File: config.mk
export PLATFORM = sky130hd
export DESIGN_NAME = normalize_left
export DESIGN_NICKNAME = d
export VERILOG_FILES = /design/src/rtl/normalize_left.sv
export SDC_FILE = /design/constraint.sdc
export NUM_CORES = 1
export LEC_CHECK = 0
export BUFFER_PORTS_ARGS = -buffer_cell sky130_fd_sc_hd__buf_2
export CAP_MARGIN = 20
export CORE_MARGIN = 4
export CORE_UTILIZATION = 40
export DETAILED_ROUTE_END_ITERATION = 10
export PLACE_DENSITY_LB_ADDON = 0.3
export SLEW_MARGIN = 40
export SYNTH_ARGS = -nofsm -noshare
export SYNTH_HDL_FRONTEND = slang
export SYNTH_SLANG_ARGS = --single-unit
File: constraint.sdc
create_clock -name clk -period 3.04 [get_ports clk]
set_input_delay 0.152 -clock clk [delete_from_list [all_inputs] [get_ports clk]]
set_output_delay 0.152 -clock clk [all_outputs]
set_load 0.1 [all_outputs]
File: src/rtl/normalize_left.sv
// normalize_left: post-add left normalizer with valid/ready handshake on both sides.
// Define NORM_FAST_LZC_EN to resolve the whole shift in one cycle via a leading-zero count.
module normalize_left #(
    parameter int FRAC_W = 32,
    parameter int EXP_W = 8,
    parameter int CNT_W = $clog2(FRAC_W) + 1
) (
    input  logic              clk,
    input  logic              rstN,
    input  logic              inValid,
    output logic              inReady,
    input  logic [FRAC_W-1:0] inFrac,
    input  logic [EXP_W-1:0]  inExp,
    output logic              outValid,
    input  logic              outReady,
    output logic [FRAC_W-1:0] outFrac,
    output logic [EXP_W-1:0]  outExp,
    output logic [CNT_W-1:0]  shiftCount,
    output logic              zeroFlag,
    output logic              denormFlag
);
    typedef enum logic [1:0] {IDLE, SHIFT, DONE} stateT;
    stateT state;

    assign inReady = (state == IDLE);

`ifdef NORM_FAST_LZC_EN
    localparam int MW = (EXP_W > CNT_W) ? EXP_W : CNT_W;
    logic [CNT_W-1:0] lzc;
    logic [CNT_W-1:0] amt;
    logic             lzcGt;
    always_comb begin
        lzc = CNT_W'(FRAC_W);
        for (int i = 0; i < FRAC_W; i++)
            if (outFrac[i]) lzc = CNT_W'(FRAC_W - 1 - i);
        lzcGt = MW'(lzc) > MW'(outExp);
        amt = lzcGt ? CNT_W'(outExp) : lzc;
    end
`endif

    // Working registers double as the output registers; they only move outside DONE.
    always_ff @(posedge clk or negedge rstN) begin
        if (!rstN) begin
            state      <= IDLE;
            outValid   <= 1'b0;
            outFrac    <= '0;
            outExp     <= '0;
            shiftCount <= '0;
            zeroFlag   <= 1'b0;
            denormFlag <= 1'b0;
        end else begin
            case (state)
                IDLE: if (inValid) begin
                    state      <= SHIFT;
                    outFrac    <= inFrac;
                    outExp     <= inExp;
                    shiftCount <= '0;
                    zeroFlag   <= 1'b0;
                    denormFlag <= 1'b0;
                end
`ifdef NORM_FAST_LZC_EN
                SHIFT: begin
                    state    <= DONE;
                    outValid <= 1'b1;
                    if (outFrac == '0) begin
                        zeroFlag <= 1'b1;
                        outExp   <= '0;
                    end else begin
                        outFrac    <= outFrac << amt;
                        outExp     <= outExp - EXP_W'(amt);
                        shiftCount <= amt;
                        denormFlag <= lzcGt;
                    end
                end
`else
                SHIFT: if (outFrac == '0) begin
                    zeroFlag <= 1'b1;
                    outExp   <= '0;
                    state    <= DONE;
                    outValid <= 1'b1;
                end else if (outFrac[FRAC_W-1]) begin
                    state    <= DONE;
                    outValid <= 1'b1;
                end else if (outExp == '0) begin
                    denormFlag <= 1'b1;
                    state      <= DONE;
                    outValid   <= 1'b1;
                end else begin
                    outFrac    <= outFrac << 1;
                    outExp     <= outExp - EXP_W'(1);
                    shiftCount <= shiftCount + CNT_W'(1);
                end
`endif
                DONE: if (outReady) begin
                    state    <= IDLE;
                    outValid <= 1'b0;
                end
                default: state <= IDLE;
            endcase
        end
    end
endmodule

# Yosys cells after proc, flatten, opt, wreduce, memory -nomap -nowiden

Cells that the tools add are included.

Multiplexer cells: 32
Add/sub/neg operators: 2
Reductions and logical operators: 12
Equality and inequality tests: 12

Operators by type and width:

| kind                  | count |
|---|---|
| $mux W32              | 4 |
| $pmux W32 S2          | 1 |
| $logic_not A32 Y1     | 1 |
| $mux W8               | 4 |
| $mux W6               | 4 |
| $pmux W8 S2           | 1 |
| $ne A2 B2 Y1 const B  | 7 |
| $pmux W6 S2           | 1 |
| $reduce_and A3 Y1     | 4 |
| $mux W2               | 5 |
| $reduce_and A5 Y1     | 2 |
| $logic_not A8 Y1      | 1 |
| $mux W1               | 8 |
| $sub A8 B1 Y8 const B | 1 |
| $add A6 B1 Y6 const B | 1 |
| $ne A3 B3 Y1 const B  | 2 |
| $pmux W1 S2           | 3 |
| $pmux W2 S3           | 1 |
| $ne A4 B4 Y1 const B  | 1 |
| $reduce_and A4 Y1     | 1 |
| $reduce_bool A2 Y1    | 2 |
| $eq A2 B1 Y1 const B  | 1 |
| $eq A2 B2 Y1 const B  | 1 |
| $logic_not A2 Y1      | 1 |

Bits of input ports: 44
Register bits: 51
Word-level logic and storage cells: 66
Output and inout bits: 50

# Depth between registers and ports, before layout

Gate-level depths: netlist (run 1).

Depth after elaboration: 5
Gate-level depth with buffers: 9
Gate-level depth less buffers: 7

# Worst setup path after synthesis (run 1)

OpenSTA, ideal clock, no wires.

Kind: reg-to-reg
Start: reg state[0]
End: reg outExp[0]
Required time: 2.914 ns
Stages on the path, launching flop included: 8
Slack: 0.263 ns
Data arrival time: 2.651 ns
Period minus slack after synthesis: 2.777 ns
Setup time: 0.126 ns
Buffers on the path: 0
Path through: dfrtp_1 inv_1 ha_1 mux2i_2 nor2_1 nor2_1 o21a_4 mux2_4

Word-level cells in the longest chain between the ends: 3
Elaborated cells on any way between the ends: 8
Classes of those cells: 4 x eq/ne; 1 x mux; 3 x reduce/logical

RTL lines:

| what                                                                | line | text |
|---|---|---|
| start: declaration                                                  | 23   | `stateT state;` |
| start signal: assignment                                            | 44   | `state <= IDLE;` |
| start signal: assignment                                            | 54   | `state <= SHIFT;` |
| start signal: assignment                                            | 79   | `state <= DONE;` |
| $logic_not A2 Y1 (*)                                                | -    |  |
| named net inReady                                                   | 11   | `output logic inReady,` |
| $ne A2 B2 Y1 (no source line) or $reduce_bool A2 Y1 (tied branches) | -    |  |
| $reduce_and A4 Y1 (no source line)                                  | -    |  |
| end signal: assignment                                              | 56   | `outExp <= inExp;` |
| end signal: assignment                                              | 90   | `outExp <= outExp - EXP_W'(1);` |
| end: declaration                                                    | 17   | `output logic [EXP_W-1:0] outExp,` |

Mark *: on every way through the listed nets, which the timed path passes. The rest lies on a longest branch.
A chain may end at the register's enable or synchronous reset.

# Final worst setup path (run 1)

Start: reg state[1]
End: reg shiftCount[3]

Word-level cells in the longest chain between the ends: 3
Elaborated cells on any way between the ends: 9
Classes of those cells: 5 x eq/ne; 1 x mux; 3 x reduce/logical

RTL lines:

| what                                                                | line | text |
|---|---|---|
| $eq A2 B1 Y1 or $logic_not A2 Y1 (tied branches)                    | 52   | `case (state)` |
| $ne A2 B2 Y1 (no source line) or $reduce_bool A2 Y1 (tied branches) | -    |  |
| $reduce_and A5 Y1 (no source line)                                  | -    |  |
| end signal: assignment                                              | 91   | `shiftCount <= shiftCount + CNT_W'(1);` |
| end: declaration                                                    | 18   | `output logic [CNT_W-1:0] shiftCount,` |

Several ways; a longest one is shown, not always the timed one.

==> impl_results.rst, run 1 <==
.. list-table::
   :header-rows: 1

   * - Metric
     - Value
   * - Result of the run
     - finished clean
   * - Via count
     - 2588
   * - Final wirelength
     - 7340 um
   * - CTS clk-pin slew, worst paths
     - 100 ps
   * - I/O Pins
     - 94
   * - Worst Path Buf+Inv
     - 2
   * - Average cell area after synthesis
     - 9.49 sq um
   * - Final HPWL from detailed placement
     - 5190 um
   * - Antenna violations before repair
     - 0
   * - Number of buffers inserted by port buffering
     - 93
   * - Antenna-violating nets left
     - 0
   * - Overflow left after global routing
     - 0
   * - Placer congestion estimate
     - 0.801
   * - Die H
     - 91.2 um
   * - Clock tree from TritonCTS
     - yes
   * - Worst-Skew Late Latency
     - 300 ps
   * - Clk sinks
     - 51
   * - Worst flop-to-flop path endpoint
     - shiftCount[3]
   * - Register area share after synthesis
     - 46.1%
   * - CTS HTree Levels
     - 2
   * - Leading cell type in the layout, fill and taps excluded
     - sky130_fd_sc_hd__buf_2
   * - R2R cell count
     - 8
   * - Root Buffer Master
     - sky130_fd_sc_hd__clkbuf_8
   * - Core area
     - 6760 sq um
   * - Setup total negative slack
     - 0 ps
   * - Final-report max-slew violation count
     - 0
   * - DRC viols
     - 0
   * - Cell taking the most area after synthesis
     - sky130_fd_sc_hd__dfrtp_1
   * - Count of flip-flops with a built-in enable after synthesis
     - 0
   * - Launch instance of the worst register-to-register path
     - state[1]
   * - Depth of the worst hold-timing path
     - 2
   * - WHS Endpoint
     - outFrac[31]
   * - Row Count
     - 30
   * - Count of buffers added by post-CTS timing repair for setup
     - 0
   * - Startpoint of the most critical hold path
     - inFrac[31]
   * - Prevailing post-synth register cell
     - sky130_fd_sc_hd__dfrtp_1
   * - Share of layout cells above drive strength 1
     - 32.8%
   * - Fin cells
     - 461
   * - DRC violation total after the first TritonRoute iteration
     - 167
   * - Cell class contributing the biggest share of worst-path delay
     - simple AND/OR/NAND/NOR gates
   * - Nets@finish
     - 431
   * - Initial core utilization
     - 41.0%
   * - Area share of the largest cell type after synthesis
     - 46.1%
   * - Number of antenna repair diodes
     - 0
   * - Total GRT Usage
     - 17.7%
   * - Start-to-end type of the worst setup path
     - register to register
   * - Top cell by count, worst path
     - sky130_fd_sc_hd__nor2_1
   * - Max Root-Sink Buffers
     - 2
   * - Type of the tightest min-delay check
     - input pin to register
   * - Slew headroom
     - 56.4%
   * - Vias in the first global route
     - 2457
   * - Share of the clock period used by the worst path after layout
     - 80.6%
   * - Final number of setup-violating endpoints
     - 0
   * - Via-per-instance ratio
     - 5.61
   * - Mapped Cells
     - 292
   * - Synthesized netlist net count
     - 343
   * - Setup repair after global routing missed its margin
     - false
   * - Final clock skew
     - 5.45 ps
   * - Data required, critical path
     - 3240 ps
   * - Worst Path Max Fanout
     - 7
   * - Area of the mapped netlist
     - 2770 sq um
   * - Maximum number of pins on one net before global-route repair
     - 67
   * - Post-cts gate resize count
     - 0
   * - Fmax
     - 408 MHz
   * - Total CTS buffers
     - 5
   * - FFs w/ async S/R, synth
     - 100%
   * - Cts hold-fix bufs
     - 1
   * - Layout area overhead
     - 24.0%
   * - Cell with the largest stage delay on the worst path
     - sky130_fd_sc_hd__nor2_1
   * - Slew at the pin closest to its max-slew limit
     - 651 ps
   * - Min Clock Period, post-route
     - 2450 ps
   * - Wire length of the first global-routing pass
     - 12100 um
   * - Reg-to-reg setup timing slack
     - 590 ps
   * - Warning count from the yosys run
     - 0
   * - Horizontal die dimension
     - 91.2 um
   * - Crit path arrival time
     - 2650 ps
   * - Maximum single-stage delay on the critical path
     - 460 ps
   * - Max capacitance violation total
     - 0
   * - Final Hold Vio Count
     - 0
   * - Sort of element at the end of the critical path
     - register
   * - Instance count after placement with tap cells included
     - 452
   * - Most frequent cells in the layout
     - 92 x sky130_fd_sc_hd__buf_2, 51 x sky130_fd_sc_hd__dfrtp_1, 48 x sky130_fd_sc_hd__nand2_1
   * - Sequence of cells on the critical path
     - inv_1, ha_1, mux2i_2, nor2_1, nor2_1, buf_4, nor3_1, a221o_1
   * - Largest cells by area after synthesis
     - sky130_fd_sc_hd__dfrtp_1 46%, sky130_fd_sc_hd__a22oi_1 9.5%, sky130_fd_sc_hd__nand2_1 6.5%
   * - Die area
     - 8320 sq um
   * - DRT Pass-1 Iters
     - 5
   * - CP Launch Type
     - register
   * - Number of library cell types mapped by synthesis
     - 54
   * - Drt wl/cell
     - 15.9 um
   * - Number of register bits inferred by synthesis
     - 51
-- metrics by stage --
step	setup WS (ps)	area, sq um	util [%]	hold slack (ps)
2_1_floorplan	263	2770	-	-144
3_3_place_gp	727	3320	49.2	269
3_5_place_dp	648	3320	49.2	277
4_1_cts	615	3430	50.8	72.6
5_1_grt	385	3440	50.9	72.1
6_report	589	3440	50.9	81.9
-- cells by family (layout without fill, tap and decap cells) --
kind of cell	after synthesis	count (layout)	share of synthesized area, %
adder cells (fa/ha/maj)	7	7	3.16
multiplexers	5	5	2.48
AO/OA/AOI/OAI	106	106	26.2
flip-flops	51	51	46.1
AND/OR/NAND/NOR	95	95	17.7
buffers and inverters	28	117	4.47
-- sequential cells by signal (all words and copies together) (netlist names) --
name and count:
outExp 8, outFrac 32, state 2, denormFlag 1
outValid 1, zeroFlag 1, shiftCount 6
-- cell usage after synthesis, drive strengths merged (3+ instances only) --
master and count:
a22oi 35, nor3 4, mux2 3, nor4 10
nand2 48, nor2 11, inv 8, buf 8
o21ai 39, dfrtp 51, a21oi 6, o211ai 3
nand3 7, clkbuf 12, ha 7
-- layer usage --
| layer | share of wire [%] | GRT usage, % | vias up |
|---|---|---|---|
| li1 | - | - | 1257 |
| met1 | 46 | 24.9 | 1224 |
| met2 | 47 | 27.5 | 102 |
| met3 | 7.0 | 4.31 | 5 |
| met4 | 0.64 | 4.40 | 0 |
| met5 | 0 | 0 | - |
-- how the worst max path moves through the flow --
stage / cells past startpoint / end / slack [ps] / startpoint
floorplan: 7 / outExp[0] / 260 / state[0]
global placement: 5 / outExp[0] / 730 / outFrac[18]
detailed placement: 8 / shiftCount[3] / 650 / state[1]
CTS: 8 / shiftCount[3] / 610 / state[1]
global route: 8 / shiftCount[3] / 390 / state[0]
finish: 8 / shiftCount[3] / 590 / state[1]
-- worst reg2reg max path: stages (launching register included) --
cell and delay (ps):
sky130_fd_sc_hd__dfrtp_1 410, sky130_fd_sc_hd__inv_1 110, sky130_fd_sc_hd__ha_1 270, sky130_fd_sc_hd__mux2i_2 300, sky130_fd_sc_hd__nor2_1 160, sky130_fd_sc_hd__nor2_1 460
sky130_fd_sc_hd__buf_4 260, sky130_fd_sc_hd__nor3_1 50, sky130_fd_sc_hd__a221o_1 330
-- final cells by class --
| type | instances | area, sq um |
|---|---|---|
| Clock buffer | 6 | 82.6 |
| Clock inverter | 2 | 16.3 |
| Fill cell | 645 | 3320 |
| Inverter | 8 | 30.0 |
| Multi-Input combinational cell | 213 | 1390 |
| Sequential cell | 51 | 1280 |
| Tap cell | 80 | 100 |
| Timing Repair Buffer | 101 | 543 |
Power of run 1 is not shown: default switching activity piles up to over one toggle a cycle in this logic, so the estimate is an artifact.
==> run 2: changes to the inputs <==
clock period = 2.6 ns   (was 3.04 ns; I/O delays follow)
==> run 2 against run 1 <==
  * Critical path depth fell by 3
  * Die area did not move
  * Global-route usage decreased by 0.099 points
  * Hold slack got worse by 30 ps
  * Wire length fell by 0.70%
  * Cell count increased by 1.1%
  * First-iteration DRC count fell by 20%
  * Maximum frequency is 10% higher
  * Critical endpoint is now outExp[1]
==> impl_results.rst, run 2 (synthesis gave the netlist of run 1 again) <==
.. list-table::
   :header-rows: 1

   * - Metric
     - Value
   * - Via count
     - 2606
   * - Max capacitance violation total
     - 0
   * - Final HPWL from detailed placement
     - 5280 um
   * - Antenna-violating nets left
     - 0
   * - Wire length of the first global-routing pass
     - 12200 um
   * - Startpoint of the most critical setup path
     - outFrac[13]
   * - Placer congestion estimate
     - 0.859
   * - Slew at the pin closest to its max-slew limit
     - 692 ps
   * - Final wirelength
     - 7290 um
   * - Count of buffers added by post-CTS timing repair for setup
     - 0
   * - Largest registers
     - outFrac x32, outExp x8, shiftCount x6
   * - Register with the most flip-flops
     - outFrac
   * - DRC viols
     - 0
   * - End point of the critical path
     - outExp[1]
   * - Launch instance of the worst register-to-register path
     - outFrac[13]
   * - Final clock skew
     - 8.54 ps
   * - CTS HTree Levels
     - 2
   * - Maximum number of pins on one net before global-route repair
     - 67
   * - Start-to-end type of the worst setup path
     - register to register
   * - CP Launch Type
     - register
   * - Die area
     - 8320 sq um
   * - DRT Pass-1 Iters
     - 4
   * - Result of the run
     - finished clean
   * - Type of the tightest min-delay check
     - input pin to register
   * - Clock tree from TritonCTS
     - yes
   * - Layout area overhead
     - 26.6%
   * - I/O Pins
     - 94
   * - Via-per-instance ratio
     - 5.59
   * - Share of the clock period used by the worst path after layout
     - 85.7%
   * - Setup repair after global routing missed its margin
     - false
   * - Sort of element at the end of the critical path
     - register
   * - Vias in the first global route
     - 2504
   * - Total CTS buffers
     - 5
   * - DRC violation total after the first TritonRoute iteration
     - 134
   * - Total GRT Usage
     - 17.6%
   * - Worst Path Max Fanout
     - 15
   * - Leading cell type in the layout, fill and taps excluded
     - sky130_fd_sc_hd__buf_2
   * - Min Clock Period, post-route
     - 2230 ps
   * - Slew headroom
     - 53.9%
   * - CTS clk-pin slew, worst paths
     - 100 ps
   * - Fmax
     - 449 MHz
   * - Final-report max-slew violation count
     - 0
   * - Antenna violations before repair
     - 0
   * - Setup total negative slack
     - 0 ps
   * - Share of layout cells above drive strength 1
     - 33.9%
   * - Overflow left after global routing
     - 0
   * - Reg-to-reg setup timing slack
     - 370 ps
   * - Data required, critical path
     - 2790 ps
   * - Most frequent cells in the layout
     - 93 x sky130_fd_sc_hd__buf_2, 50 x sky130_fd_sc_hd__dfrtp_1, 48 x sky130_fd_sc_hd__nand2_1
   * - Crit path arrival time
     - 2420 ps
   * - Nets@finish
     - 436
   * - Initial core utilization
     - 41.0%
   * - Number of antenna repair diodes
     - 0
   * - Final Hold Vio Count
     - 0
   * - Worst flop-to-flop path endpoint
     - outExp[1]
   * - Row Count
     - 30
   * - Horizontal die dimension
     - 91.2 um
   * - Die H
     - 91.2 um
   * - Root Buffer Master
     - sky130_fd_sc_hd__clkbuf_8
   * - R2R cell count
     - 5
   * - Worst-Skew Late Latency
     - 310 ps
   * - Number of flip-flops in the largest register
     - 32
   * - Max Root-Sink Buffers
     - 2
   * - Core area
     - 6760 sq um
   * - Final number of setup-violating endpoints
     - 0
   * - Number of buffers inserted by port buffering
     - 93
   * - Drt wl/cell
     - 15.6 um
   * - Clk sinks
     - 51
run 2: cell types whose count changed in the layout (fill, tap and decap cells not counted), sizes merged:
cell / before / now
buf: 100 / 105
bufinv: 0 / 2
clkinv: 1 / 0
clkinvlp: 1 / 0
run 2: area by class of cell:
cell class | instances | area [sq um]
fillers | 646 | 3250
multi-input cells | 213 | 1390
flip-flops and latches | 51 | 1280
repair buffers | 106 | 578
well taps | 80 | 100
clock buffers | 6 | 72.6
clock inverters | 2 | 60.1
inverters | 8 | 30.0
run 2: how the worst min path moves through the flow:
stage / start / endpoint / depth (start not counted)
global placement: rstN / zeroFlag / 1
CTS: inFrac[31] / outFrac[31] / 2
global route: inFrac[31] / outFrac[31] / 2
finish: inFrac[31] / outFrac[31] / 2
floorplan: rstN / denormFlag / 0
detailed placement: rstN / zeroFlag / 1
run 2: repair_timing:
action	CTS	global route
hold buffers	1	0
gates resized for setup	0	0
endpoints found under the hold margin	29	0
run 2: through the flow:
step / setup WS, ps / util (%) / hold slack (ps) / cell area [sq um] / instances
after floorplan: 16.0 / - / -166 / 2770 / 292
after global placement: 443 / 49.8 / 207 / 3370 / 457
after detailed placement: 388 / 49.8 / 218 / 3370 / 457
after CTS: 361 / 51.9 / 46.5 / 3510 / 466
after global routing: 166 / 51.9 / 60.2 / 3510 / 466
final: 372 / 51.9 / 51.9 / 3510 / 466
run 2: worst max-delay path, stage by stage (launching register included):
cell and delay [ps]:
sky130_fd_sc_hd__dfrtp_1 420, sky130_fd_sc_hd__nor4_2 350, sky130_fd_sc_hd__nand4_2 240, sky130_fd_sc_hd__or2_1 490, sky130_fd_sc_hd__o21a_4 320, sky130_fd_sc_hd__mux2_4 300
run 2: routing by layer:
layer  up-vias  share of wire (%)  global-route usage, %  wire length, um
met2        99                 45                   28.0             3280
li1       1274                  -                      -                -
met4         0               0.52                   3.27               38
met3         5                6.7                   3.65              489
met1      1228                 48                   25.0             3480
met5         -                  0                      0                0
Power of run 2 is left out for the same reason.
==> run 3: changes to the inputs <==
REMOVE_ABC_BUFFERS = 1   (was unset)
==> run 3 against run 2 <==
  * Maximum frequency shrank 1.0%
  * Global-route usage up 0.89 points
  * Hold slack improved by 18 ps
  * Core utilization shrank 0.50 points
  * Critical path depth rose by 4
  * Clock-buffer cell count is 1 lower
  * Register-to-register slack got worse by 20 ps
  * Setup slack got worse by 23 ps
  * First-iteration DRC count shrank 13%
  * Flip-flop and latch count stayed put
  * Final area fell by 0.96%
  * Via count up 0.42%
==> impl_results.rst, run 3 (synthesis gave the netlist of run 1 again) <==
.. list-table::
   :header-rows: 1

   * - Metric
     - Value
   * - Layout area overhead
     - 25.4%
   * - Maximum single-stage delay on the critical path
     - 420 ps
   * - Cell with the largest stage delay on the worst path
     - sky130_fd_sc_hd__dfrtp_1
   * - I/O Pins
     - 94
   * - DRC violation total after the first TritonRoute iteration
     - 117
   * - Placer congestion estimate
     - 0.845
   * - Via-per-instance ratio
     - 5.60
   * - Antenna-violating nets left
     - 0
   * - Final number of setup-violating endpoints
     - 0
   * - CP Launch Type
     - register
   * - Maximum number of pins on one net before global-route repair
     - 67
   * - Sequence of cells on the critical path
     - inv_1, ha_1, mux2i_2, buf_4, nor2_1, nor2_1, buf_4, nor3_1, a221o_1
   * - Worst-Skew Late Latency
     - 310 ps
   * - Share of layout cells above drive strength 1
     - 33.9%
   * - Area of the multi-input gates
     - 1390 sq um
   * - Vias in the first global route
     - 2649
   * - Slew at the pin closest to its max-slew limit
     - 659 ps
   * - Root Buffer Master
     - sky130_fd_sc_hd__clkbuf_8
   * - Number of buffers inserted by port buffering
     - 93
   * - Reg area
     - 1280 sq um
   * - Die area
     - 8320 sq um
   * - DRT Pass-1 Iters
     - 5
   * - Row Count
     - 30
   * - Total GRT Usage
     - 18.5%
   * - Overflow left after global routing
     - 0
   * - Leading cell type in the layout, fill and taps excluded
     - sky130_fd_sc_hd__buf_2
   * - Result of the run
     - finished clean
   * - Fmax
     - 444 MHz
   * - Data required, critical path
     - 2790 ps
   * - Type of the tightest min-delay check
     - input pin to register
   * - Setup repair after global routing missed its margin
     - false
   * - Layout Utilization
     - 51.4%
   * - Initial core utilization
     - 41.0%
   * - Horizontal die dimension
     - 91.2 um
   * - Worst Path Max Fanout
     - 7
   * - Register with the most flip-flops
     - outFrac
   * - Clock tree from TritonCTS
     - yes
   * - Start-to-end type of the worst setup path
     - register to register
   * - Slew headroom
     - 56.1%
   * - Max capacitance violation total
     - 0
   * - Largest registers
     - outFrac x32, outExp x8, shiftCount x6
   * - Fill cell total of the finished layout
     - 651
   * - Total CTS buffers
     - 5
   * - Clk sinks
     - 51
   * - Die H
     - 91.2 um
   * - CTS clk-pin slew, worst paths
     - 100 ps
   * - Wire length of the first global-routing pass
     - 12700 um
   * - Drt wl/cell
     - 15.9 um
   * - Final HPWL from detailed placement
     - 5420 um
   * - Post-cts gate resize count
     - 0
   * - Final clock skew
     - 13.2 ps
   * - Nets@finish
     - 437
   * - Number of flip-flops in the largest register
     - 32
   * - Final-report max-slew violation count
     - 0
   * - DRC viols
     - 0
   * - Final wirelength
     - 7410 um
   * - Final Hold Vio Count
     - 0
   * - Max Root-Sink Buffers
     - 2
   * - Antenna violations before repair
     - 0
   * - Min Clock Period, post-route
     - 2250 ps
   * - Share of the clock period used by the worst path after layout
     - 86.6%
   * - Most frequent cells in the layout
     - 93 x sky130_fd_sc_hd__buf_2, 51 x sky130_fd_sc_hd__dfrtp_1, 48 x sky130_fd_sc_hd__nand2_1
   * - CTS HTree Levels
     - 2
   * - Sort of element at the end of the critical path
     - register
   * - Number of antenna repair diodes
     - 0
   * - Via count
     - 2617
   * - Core area
     - 6760 sq um
   * - Crit path arrival time
     - 2440 ps
run 3: worst paths after layout:
path	end	slack, ps	start	depth (start not counted)
min in group asynchronous	outExp[6]	460	rstN	3
min reg2reg	outValid	510	outValid	1
max	shiftCount[3]	350	state[1]	9
max in group asynchronous	shiftCount[0]	1690	rstN	3
min	outFrac[0]	70	inFrac[0]	3
max reg2reg	shiftCount[3]	350	state[1]	9
run 3: critical path: cells and delay by family (launching register included):
kind | cells | cell delay [ps]
flops | 1 | 420
mux | 1 | 230
fa+ha+maj | 1 | 240
compound gates | 1 | 310
buf+inv | 3 | 510
simple gates | 3 | 430
run 3: what timing repair did:
item / CTS / global route
setup buffers: 0 / 0
hold endpoints to repair: 51 / 0
hold buffers: 1 / 0
run 3: layout make-up:
type	instances	share of cell area (%)
Multi-Input combinational cell	213	39.9
Sequential cell	51	36.7
Timing Repair Buffer	107	16.9
Tap cell	80	2.88
Clock buffer	5	1.98
Inverter	8	0.864
Clock inverter	3	0.756
run 3: metal layers:
| layer | vias to the layer above | part of all wire (%) | GRT usage, % |
|---|---|---|---|
| li1 | 1283 | - | - |
| met1 | 1242 | 46 | 25.7 |
| met2 | 86 | 45 | 29.0 |
| met3 | 6 | 7.7 | 4.97 |
| met4 | 0 | 0.90 | 3.89 |
| met5 | - | 0 | 0 |
run 3: metrics by stage:
step	worst slack [ps]	hold WS [ps]	setup TNS [ps]	cells	area, sq um
after floorplan	-1230	-166	-43480	272	2680
after global placement	400	289	0	458	3370
after detailed placement	375	291	0	458	3370
after CTS	344	55.8	0	467	3470
after global routing	205	55.1	0	467	3470
final	349	69.6	0	467	3470
Power of run 3 is left out for the same reason.
